--- src/rtl/fetch_unit.sv ---
// Instruction-fetch front end: owns the PC, addresses the 64-word imem and registers IF/ID.
// Optional halt detection on CBZ XZR,#0 is enabled by defining FETCH_HALT_EN.
module fetch_unit #(
    parameter int N  = 64,
    parameter int AW = 6
) (
    input  logic          clk,
    input  logic          reset,
    input  logic          stall,
    input  logic          br_taken,
    input  logic [N-1:0]  br_target,
    output logic [AW-1:0] imem_addr,
    input  logic [31:0]   imem_q,
    output logic [31:0]   instr,
    output logic [N-1:0]  pc_out,
    output logic          instr_valid,
    output logic          fault,
    output logic          halted
);

`ifdef FETCH_HALT_EN
    typedef enum logic [1:0] {RUN, HALT, FAULT} state_t;
    localparam logic [31:0] HALT_WORD = 32'hB400001F;
`else
    typedef enum logic [1:0] {RUN, FAULT} state_t;
`endif

    state_t        state, state_nx;
    logic [N-1:0]  pc_p0, pc_nx, pc_cand;
    logic [31:0]   instr_nx;
    logic [N-1:0]  pc_out_nx;
    logic          vld_nx;

    // Word-aligned and inside the 2**AW-word memory; anything above is a fault, never a wrap.
    function automatic logic addr_bad(input logic [N-1:0] a);
        return (a[1:0] != 2'b00) || ((a >> (AW + 2)) != '0);
    endfunction

    assign imem_addr = pc_p0[AW+1:2];
    assign fault     = (state == FAULT);
`ifdef FETCH_HALT_EN
    assign halted    = (state == HALT);
`else
    assign halted    = 1'b0;
`endif

    always_comb begin
        state_nx  = state;
        pc_nx     = pc_p0;
        instr_nx  = instr;
        pc_out_nx = pc_out;
        vld_nx    = instr_valid;
        pc_cand   = br_taken ? br_target : pc_p0 + N'(4);

        case (state)
            RUN: begin
                if (br_taken || !stall) begin
`ifdef FETCH_HALT_EN
                    if (!br_taken && imem_q == HALT_WORD) begin
                        instr_nx  = imem_q;
                        pc_out_nx = pc_p0;
                        vld_nx    = 1'b1;
                        state_nx  = HALT;
                    end else
`endif
                    if (addr_bad(pc_cand)) begin
                        state_nx = FAULT;
                        vld_nx   = 1'b0;
                    end else begin
                        pc_nx = pc_cand;
                        if (br_taken) begin
                            vld_nx = 1'b0;
                        end else begin
                            instr_nx  = imem_q;
                            pc_out_nx = pc_p0;
                            vld_nx    = 1'b1;
                        end
                    end
                end
            end
            default: vld_nx = 1'b0;
        endcase
    end

    // IF stage boundary: PC register and IF/ID output register
    always_ff @(posedge clk or posedge reset) begin
        if (reset) begin
            state       <= RUN;
            pc_p0       <= '0;
            instr       <= '0;
            pc_out      <= '0;
            instr_valid <= 1'b0;
        end else begin
            state       <= state_nx;
            pc_p0       <= pc_nx;
            instr       <= instr_nx;
            pc_out      <= pc_out_nx;
            instr_valid <= vld_nx;
        end
    end

endmodule
--- config.mk ---
export PLATFORM = sky130hd
export DESIGN_NAME = fetch_unit
export DESIGN_NICKNAME = d
export VERILOG_FILES = /design/src/rtl/fetch_unit.sv
export SDC_FILE = /design/constraint.sdc
export NUM_CORES = 1
export LEC_CHECK = 0
export CAP_MARGIN = 20
export CORE_ASPECT_RATIO = 0.5
export CORE_MARGIN = 2
export CORE_UTILIZATION = 45
export DETAILED_ROUTE_END_ITERATION = 10
export GPL_TIMING_DRIVEN = 0
export PLACE_DENSITY = 0.75
export RECOVER_POWER = 100
export SYNTH_ARGS = -nofsm -noshare
export SYNTH_HDL_FRONTEND = slang
export SYNTH_SLANG_ARGS = --single-unit
--- constraint.sdc ---
create_clock -name clk -period 5.65 [get_ports clk]
set_input_delay 1.13 -clock clk [delete_from_list [all_inputs] [get_ports clk]]
set_output_delay 1.13 -clock clk [all_outputs]
set_load 0.01 [all_outputs]
==> run summary, run 1 <==
The run finished, with violations left. The final reports fail on max-capacitance violations, max-slew violations. OpenSTA, run right after detailed placement, puts the worst setup slack at 0.699 ns.

After floorplanning, the core was divided into 34 placement rows. The net count reported at finish is 1022, and the final period demand of the worst path is 5.06 ns. The number of antenna violations at the first check in global routing is 0, and the arrival time at the worst endpoint is 5.35 ns. For this block, wires on met1 add up to 9420 µm.

On the final layout, the worst hold slack is 0.481 ns. The run gives 50.5% as the sequential fraction of the synthesis area. The tools report the area of the core region as 17400 µm².

VDD sags by at most 208 µV. TritonCTS built the clock tree. After synthesis the cells add up to 8030 µm². The transition at the pin with the smallest max-transition slack came out at 2.37 ns.

The worst setup path is of the register to register kind. Synthesis produced a netlist with a net count of 798. The logs give 2 for the reported max-cap violation count and 0.198 GHz for the upper clock frequency limit. The routed wire length was 21600 µm. The number of synthesized flops with an enable pin came out at 0. The last element of the critical path is pc_out[8].

The wire-length estimate of the detail-placed layout is 16100 µm. The logs give 0 for the count of synthesis-stage warnings from yosys and 0 ns for the sum of negative setup slack. After detailed routing, the number of remaining DRC violations is 0.

The most critical setup path has its startpoint at pc_p0[2]. In this run, CTS created clock tree buffers numbering 17. The count of input and output buffers works out to 202. Synthesis produced 697 cells. The tools report the number of library cell types mapped by synthesis as 69. After detailed placement, the total cell area comes to 10400 µm². The depth of the CTS H-tree is 4. The first global-routing pass estimated 35300 µm of wire. In the final layout, the share of cells above drive strength 1 is 14.6%. The tools report the clock latency of the later-clocked register in the worst-skew pair as 0.43 ns. Once the floorplan was initialized, standard cells occupied 46.0% of the core. The final setup skew is 0.0116 ns.

The highest metal layer with signal wires is met4. The die is 193 µm wide. The floorplan step defined a die boundary enclosing 19000 µm². The remaining number of nets flagged by the antenna check after routing was 0.

The worst path meets setup with 0.593 ns of slack. The worst hold path belongs to the class register to register. The analysis attributes to cell leakage a power of 5.12 nW. Counting flops and latches in the post-synthesis netlist gives 162.

The power per cell area is 219 nW/µm², and the largest buffer count on any clock path is 2. Measured along the y axis, the die boundary spans 98.5 µm. The number of cells on the worst reg-to-reg path is 14.

Via density per instance: 5.59. The logs give 0 for the quantity of hold-fixing buffers added after cts and 6522 for the total via count after detailed routing. The final clock period utilization by the worst path was 89.5%. Entering global routing, the biggest net connects 60 pins.

The run gives 0 as the number of hold-slack violations in the final timing report. Dividing the detail-routed wire length by the instance count gives 18.5 µm. The final weighted congestion in routability-driven placement was 0.954. The type of destination of the critical path is a register. CTS saw 162 sinks. The detailed-routed wire length on met2 is 10500 µm.

The number of gates resized after CTS was 0. The final setup violation count came out at 0. Setup repair after global routing left no endpoint under its margin.

205 I/O pins were placed. Peak fanout along the critical path: 10. The share of synthesized flip-flops with an asynchronous set or reset is 100%. The post-CTS setup buffer count was 0. The clock transition at the registers of the reported paths was 0.07 ns.

The via count of the first global-routing pass came out at 6651. In this run the critical register-to-register path is launched from pc_p0[2]. Data on the critical path is required at its endpoint by 5.95 ns. The average instance in the mapped netlist occupies 11.5 µm². Once layout is done, the placed cells without fillers occupy 10800 µm². In this run the critical register-to-register path is captured at pc_out[8].

Among all flip-flop cells after synthesis, the most frequent one is sky130_fd_sc_hd__dfrtp_1. The met3 routed wirelength was 1330 µm. The worst setup path is launched from a register. Summed over all layers, the global routing overflow is 0. In this run, the number of DRC markers left after iteration 0 of detailed routing was 547. The number of antenna diodes in the final layout is 0. The max-slew violation count is 54, and the worst-case headroom to the max-slew limit is -58.6%. The area growth from synthesis to layout is 34.7%. For flop-to-flop paths, the worst setup slack is 0.59 ns. Buffer cell driving the clock tree root: sky130_fd_sc_hd__clkbuf_16.

Before antenna repair, the detailed router went through 5 iterations. The global routing usage summed across all routing layers was 23.7%.
[cells by family after synthesis]
group | share of synthesized area (%)
xor+xnor | 2.40
buf+inv | 4.13
other cells | 0.0467
fa+ha+maj | 0.156
mux | 15.1
flops | 50.5
compound gates | 7.42
simple gates | 20.3
[worst max-delay path, cell delays in order, from the launching register on]
cell	delay, ns
sky130_fd_sc_hd__dfrtp_1	0.45
sky130_fd_sc_hd__ha_1	0.31
sky130_fd_sc_hd__nand3_1	0.34
sky130_fd_sc_hd__or4_1	0.70
sky130_fd_sc_hd__clkbuf_1	0.27
sky130_fd_sc_hd__nor4_1	0.44
sky130_fd_sc_hd__xor2_1	0.12
sky130_fd_sc_hd__a211oi_1	0.43
sky130_fd_sc_hd__a22o_1	0.23
sky130_fd_sc_hd__nand2_1	0.14
sky130_fd_sc_hd__or4b_1	0.56
sky130_fd_sc_hd__clkbuf_1	0.24
sky130_fd_sc_hd__buf_6	0.21
sky130_fd_sc_hd__buf_8	0.15
sky130_fd_sc_hd__mux2_1	0.33
[report_power, final]
group	switching (W)	leakage (nW)	internal, W
clock network	0.000495	0.266	0.000592
registers	0.00000000000000269	2.22	0.00116
logic	0.0000479	2.63	0.0000697
total	0.000543	5.12	0.00182
[registers in the layout, indices dropped and copies added, names as in the netlist]
| register | count |
|---|---|
| state | 1 |
| instr | 32 |
| pc_out | 64 |
| pc_p0 | 64 |
| instr_valid | 1 |
[cell usage after synthesis (all sizes together), types with 6 or more instances]
cell type / number / area share [%]
dfrtp: 162 / 50
mux2: 96 / 15
and2: 57 / 4.4
nand4: 30 / 2.6
nor3: 30 / 1.9
nor4: 27 / 2.6
clkbuf: 25 / 1.2
buf: 24 / 2.3
nand3: 24 / 1.5
nand2: 22 / 1.0
nor2: 22 / 1.0
or3: 17 / 1.3
o21ai: 16 / 1.0
or4: 15 / 1.4
inv: 14 / 0.65
a21oi: 13 / 0.86
xor2: 13 / 1.4
xnor2: 9 / 0.98
and3: 8 / 0.62
and4: 7 / 0.76
a211oi: 6 / 0.62
[routing by layer]
metal	vias to the layer above	track usage, %
met2	203	39.2
met5	-	0
met3	28	4.59
met4	0	6.88
li1	3016	-
met1	3275	32.0
[cell type report]
type / count / area, µm²
fill: 1483 / 6630
sequential: 162 / 4050
clock buffer: 19 / 453
multi-input combinational: 472 / 3540
tap: 234 / 293
inverter: 14 / 53.8
buffer: 49 / 264
timing repair buffer: 205 / 2060
clock inverter: 12 / 98.8
[worst min-delay path by stage]
| stage | endpoint | start | cells after the start | slack [ns] |
|---|---|---|---|---|
| 2_1_floorplan | pc_p0[0] | pc_p0[0] | 1 | 0.44 |
| 3_3_place_gp | pc_p0[0] | pc_p0[0] | 1 | 0.46 |
| 4_1_cts | pc_p0[0] | pc_p0[0] | 1 | 0.49 |
| 5_1_grt | pc_p0[0] | pc_p0[0] | 1 | 0.50 |
| 6_report | pc_out[0] | pc_out[0] | 1 | 0.48 |
| 3_5_place_dp | pc_out[0] | pc_out[0] | 1 | 0.47 |
[cells in the final DEF (no fill, tap or decap), types with 8 or more instances in the layout]
master	instances
sky130_fd_sc_hd__dfrtp_1	162
sky130_fd_sc_hd__dlygate4sd3_1	105
sky130_fd_sc_hd__clkdlybuf4s50_1	97
sky130_fd_sc_hd__mux2_2	69
sky130_fd_sc_hd__and2_0	39
sky130_fd_sc_hd__clkbuf_1	32
sky130_fd_sc_hd__nor3_1	29
sky130_fd_sc_hd__nand4_1	28
sky130_fd_sc_hd__nor4_1	25
sky130_fd_sc_hd__mux2_1	25
sky130_fd_sc_hd__nand3_1	24
sky130_fd_sc_hd__nand2_1	22
sky130_fd_sc_hd__nor2_1	22
sky130_fd_sc_hd__and2_1	18
sky130_fd_sc_hd__or3_1	17
sky130_fd_sc_hd__clkbuf_16	17
sky130_fd_sc_hd__o21ai_0	16
sky130_fd_sc_hd__or4_1	14
sky130_fd_sc_hd__inv_1	13
sky130_fd_sc_hd__xor2_1	13
sky130_fd_sc_hd__a21oi_1	12
sky130_fd_sc_hd__xnor2_1	9
sky130_fd_sc_hd__buf_4	8
sky130_fd_sc_hd__and3_1	8
[metrics by stage]
| step | util (%) | instances | total power, W |
|---|---|---|---|
| 5_1_grt | 62.0 | 1167 | 0.00245 |
| 4_1_cts | 62.9 | 1167 | 0.00239 |
| 3_3_place_gp | 59.3 | 1133 | 0.00130 |
| 2_1_floorplan | - | 697 | 0.00122 |
| 6_report | 62.0 | 1167 | 0.00236 |
| 3_5_place_dp | 59.7 | 1136 | 0.00130 |
(Power assumes the default switching activity.)
==> inputs of run 2 (changes only) <==
--- a/config.mk
+++ b/config.mk
@@ -8,10 +8,10 @@
 export CAP_MARGIN = 20
 export CORE_ASPECT_RATIO = 0.5
 export CORE_MARGIN = 2
-export CORE_UTILIZATION = 45
+export CORE_UTILIZATION = 50
 export DETAILED_ROUTE_END_ITERATION = 10
 export GPL_TIMING_DRIVEN = 0
-export PLACE_DENSITY = 0.75
+export PLACE_DENSITY = 0.79
 export RECOVER_POWER = 100
 export SYNTH_ARGS = -nofsm -noshare
 export SYNTH_HDL_FRONTEND = slang
==> constraint.sdc (replaced) <==
create_clock -name clk -period 5.7 [get_ports clk]
set_input_delay 1.14 -clock clk [delete_from_list [all_inputs] [get_ports clk]]
set_output_delay 1.14 -clock clk [all_outputs]
set_load 0.01 [all_outputs]
==> run summary, run 2 (same netlist as run 1, synthesis figures left out) <==
The run finished, with violations left. The final reports fail on max-capacitance violations, max-slew violations. Number of diodes: 0 (unchanged).

The final setup violation count is 0 (unchanged). The number of CTS-inserted buffers was 17 (unchanged); the post-place setup slack was 0.823 ns (+0.124 ns). The run gives 0.671 ns (+0.0782 ns) as the setup slack after layout.

The tools report the global-route track usage on met2 as 43.8% (+4.6 points). The clock transition at the registers of the reported paths was 0.07 ns (about the same). The run gives 1021 (-0.098%) as the net count reported at finish. The remaining number of nets flagged by the antenna check after routing came out at 0 (unchanged). The fraction of layout cells with a size suffix above 1 came out at 14.4% (-0.20 points). In the final layout, the registers with the most flip-flops are pc_out (64), pc_p0 (64), instr (32). The power per cell area came out at 225 nW/µm² (+3.1%). The cell leakage power was 5.14 nW (+0.32%). The number of placed cells counting well taps is 1105 (-2.7%), and the peak fanout along the critical path is 10 (unchanged). The tools report the post-CTS setup buffer count as 0 (unchanged). The layer flagged by global routing as most heavily used is met2. The die span in x works out to 183 µm (-5.0%). STA classifies the critical path endpoint as a register.

The global routing met3 resource utilization is 5.41% (+0.82 points). The final standard cell count with taps included and fillers excluded was 1136 (-2.7%); the final routed wire length divided by cell count was 18.6 µm (+0.31%). The vertical die dimension was 93.6 µm (-4.9%).

The final clock period utilization by the worst path came out at 88.2% (-1.3 points). The tools report the depth of the CTS H-tree as 4 (unchanged). The initial cell density of the core is 51.7% (+5.7 points). The logs give 0 (unchanged) for the number of instances resized during post-cts repair and 33.7% (+1.7 points) for the global routing met1 resource utilization.

The arrival time at the worst endpoint is 5.30 ns (-0.05 ns), and the number of cell rows is 32 (-5.9%). The logs give 205 (unchanged) for the I/O pin count and 101 (+68%) for the maximum number of pins on one net before global-route repair. First-pass GRT wire length: 34500 µm (-2.4%).

The setup path with the least slack is of type register to register. The quantity of hold-fixing buffers added after cts is 0 (unchanged), and the number of iterations in the first detailed-routing pass is 5 (unchanged). Placed wire-length estimate: 15400 µm (-4.3%).

For the routed wire length, the log shows 21100 µm (-2.4%). The library cell used most frequently in the layout, excluding fill and tap cells, is sky130_fd_sc_hd__dfrtp_1. The tools report the critical path launch point type as a register. The number of antenna violations at the first check in global routing was 0 (unchanged); the transition at the pin with the smallest max-transition slack was 2.77 ns (+0.408 ns). The global routing usage summed across all routing layers is 25.7% (+2.0 points). Via density per instance: 5.69 (+1.8%). The maximum vdd ir drop is 195 µV (-5.9%). Clock tree synthesis selected as its root buffer the cell sky130_fd_sc_hd__clkbuf_16. Die area: 17100 µm² (-9.7%). In the layout the commonest cells are 162 x sky130_fd_sc_hd__dfrtp_1, 105 x sky130_fd_sc_hd__dlygate4sd3_1, 97 x sky130_fd_sc_hd__clkdlybuf4s50_1, 69 x sky130_fd_sc_hd__mux2_2, 39 x sky130_fd_sc_hd__and2_0. The upper clock frequency limit is 0.199 GHz (+0.56%), and the remaining global-route overflow is 0 (unchanged). The largest buffer count on any clock path is 2 (unchanged).

Worst-case headroom to the max-slew limit: -85.9% (-27 points). Setup repair after global routing left no endpoint under its margin. The area of the core region was 15500 µm² (-11%); the final setup skew was 0.00923 ns (-0.00238 ns). The tools report the total via count after detailed routing as 6465 (-0.87%).

Residual DRC count: 0 (unchanged). For the final total power, the log shows 0.00243 W (+2.8%). The count of input and output buffers is 202 (unchanged), and the violation count after the first detailed-routing iteration is 470 (-14%).

Final period demand of the worst path: 5.03 ns (-0.0282 ns). The path class of the lowest-slack min-delay path was register to register. The number of clock sinks seen by CTS is 162 (unchanged). The reported max-cap violation count is 1 (-1). The clock latency of the later-clocked register in the worst-skew pair was 0.43 ns (about the same).

Relative to the synthesized area, the layout overhead comes to 34.3%. TritonCTS built the clock tree. The logs give 0.907 (-4.9%) for the final weighted congestion in routability-driven placement and 64 (+19%) for the max-slew violation count. The required time of the critical path is 5.97 ns (+0.02 ns). Via count of the first global-routing pass: 6616 (-0.53%).

The number of hold-slack violations in the final timing report was 0 (unchanged).
## run 2: changes by cell type in the layout (fill, tap and decap cells not counted)
cell,previous run,this run
sky130_fd_sc_hd__buf_16,1,0
sky130_fd_sc_hd__clkinvlp_4,3,1
sky130_fd_sc_hd__clkinv_2,2,1
sky130_fd_sc_hd__clkbuf_4,0,1
sky130_fd_sc_hd__o211ai_4,1,0
sky130_fd_sc_hd__o211ai_1,0,1
sky130_fd_sc_hd__bufinv_16,0,2
sky130_fd_sc_hd__clkbuf_2,2,1
sky130_fd_sc_hd__inv_6,2,3
## run 2: report_power, final
part           internal [W]  leakage [nW]        switching (W)
combinational     0.0000670          2.62            0.0000456
clock              0.000678         0.294             0.000491
sequential          0.00115          2.22  0.00000000000000267
## run 2: area by class of cell
| cell class | instances | area (µm²) |
|---|---|---|
| Fill cell | 1158 | 4750 |
| Sequential cell | 162 | 4050 |
| Multi-Input combinational cell | 472 | 3530 |
| Timing Repair Buffer | 204 | 2030 |
| Clock buffer | 19 | 453 |
| Buffer | 49 | 264 |
| Tap cell | 204 | 255 |
| Clock inverter | 12 | 148 |
| Inverter | 14 | 53.8 |
## run 2: worst max-delay path: stages (launching register included)
cell and delay, ns:
sky130_fd_sc_hd__dfrtp_1 0.46, sky130_fd_sc_hd__ha_1 0.32, sky130_fd_sc_hd__nand3_1 0.32, sky130_fd_sc_hd__or4_1 0.69
sky130_fd_sc_hd__clkbuf_1 0.28, sky130_fd_sc_hd__nor4_1 0.37, sky130_fd_sc_hd__xor2_1 0.15, sky130_fd_sc_hd__a211oi_1 0.25
sky130_fd_sc_hd__o211a_1 0.17, sky130_fd_sc_hd__o211ai_1 0.23, sky130_fd_sc_hd__nor4_1 1.06, sky130_fd_sc_hd__clkbuf_1 0.43
sky130_fd_sc_hd__a221oi_1 0.15
## run 2: per-stage QoR
step	hold WS, ns	setup TNS (ns)	utilization, %	cell area [µm²]
after global placement	0.463	-287.73	66.3	10300
after CTS	0.488	0	70.5	10900
after floorplan	0.445	0	-	8030
after detailed placement	0.470	0	66.6	10300
after global routing	0.512	0	69.4	10800
final	0.485	0	69.4	10800
## run 2: routing by layer
| layer | up-vias | part of all wire (%) |
|---|---|---|
| met2 | 214 | 50 |
| li1 | 3021 | - |
| met4 | 0 | 1.3 |
| met3 | 28 | 6.1 |
| met1 | 3202 | 43 |
| met5 | - | 0 |
## run 2: final timing paths
| kind | startpoint | end | slack [ns] | cells after the start |
|---|---|---|---|---|
| max in group asynchronous | reset | pc_p0[26] | 1.33 | 3 |
| worst max register to register | pc_p0[2] | pc_p0[5] | 0.67 | 12 |
| worst min-delay path | pc_out[1] | pc_out[1] | 0.48 | 1 |
| min in group asynchronous | reset | instr[8] | 1.94 | 2 |
| worst max-delay path | pc_p0[2] | pc_p0[5] | 0.67 | 12 |
| worst min register to register | pc_out[1] | pc_out[1] | 0.48 | 1 |
==> inputs of run 3 (changes only) <==
--- a/config.mk
+++ b/config.mk
@@ -5,6 +5,7 @@
 export SDC_FILE = /design/constraint.sdc
 export NUM_CORES = 1
 export LEC_CHECK = 0
+export ABC_CLOCK_PERIOD_IN_PS = 5700
 export CAP_MARGIN = 20
 export CORE_ASPECT_RATIO = 0.5
 export CORE_MARGIN = 2
==> results of run 3 <==
No change in the layout: final DEF, timing and power equal those of run 2.
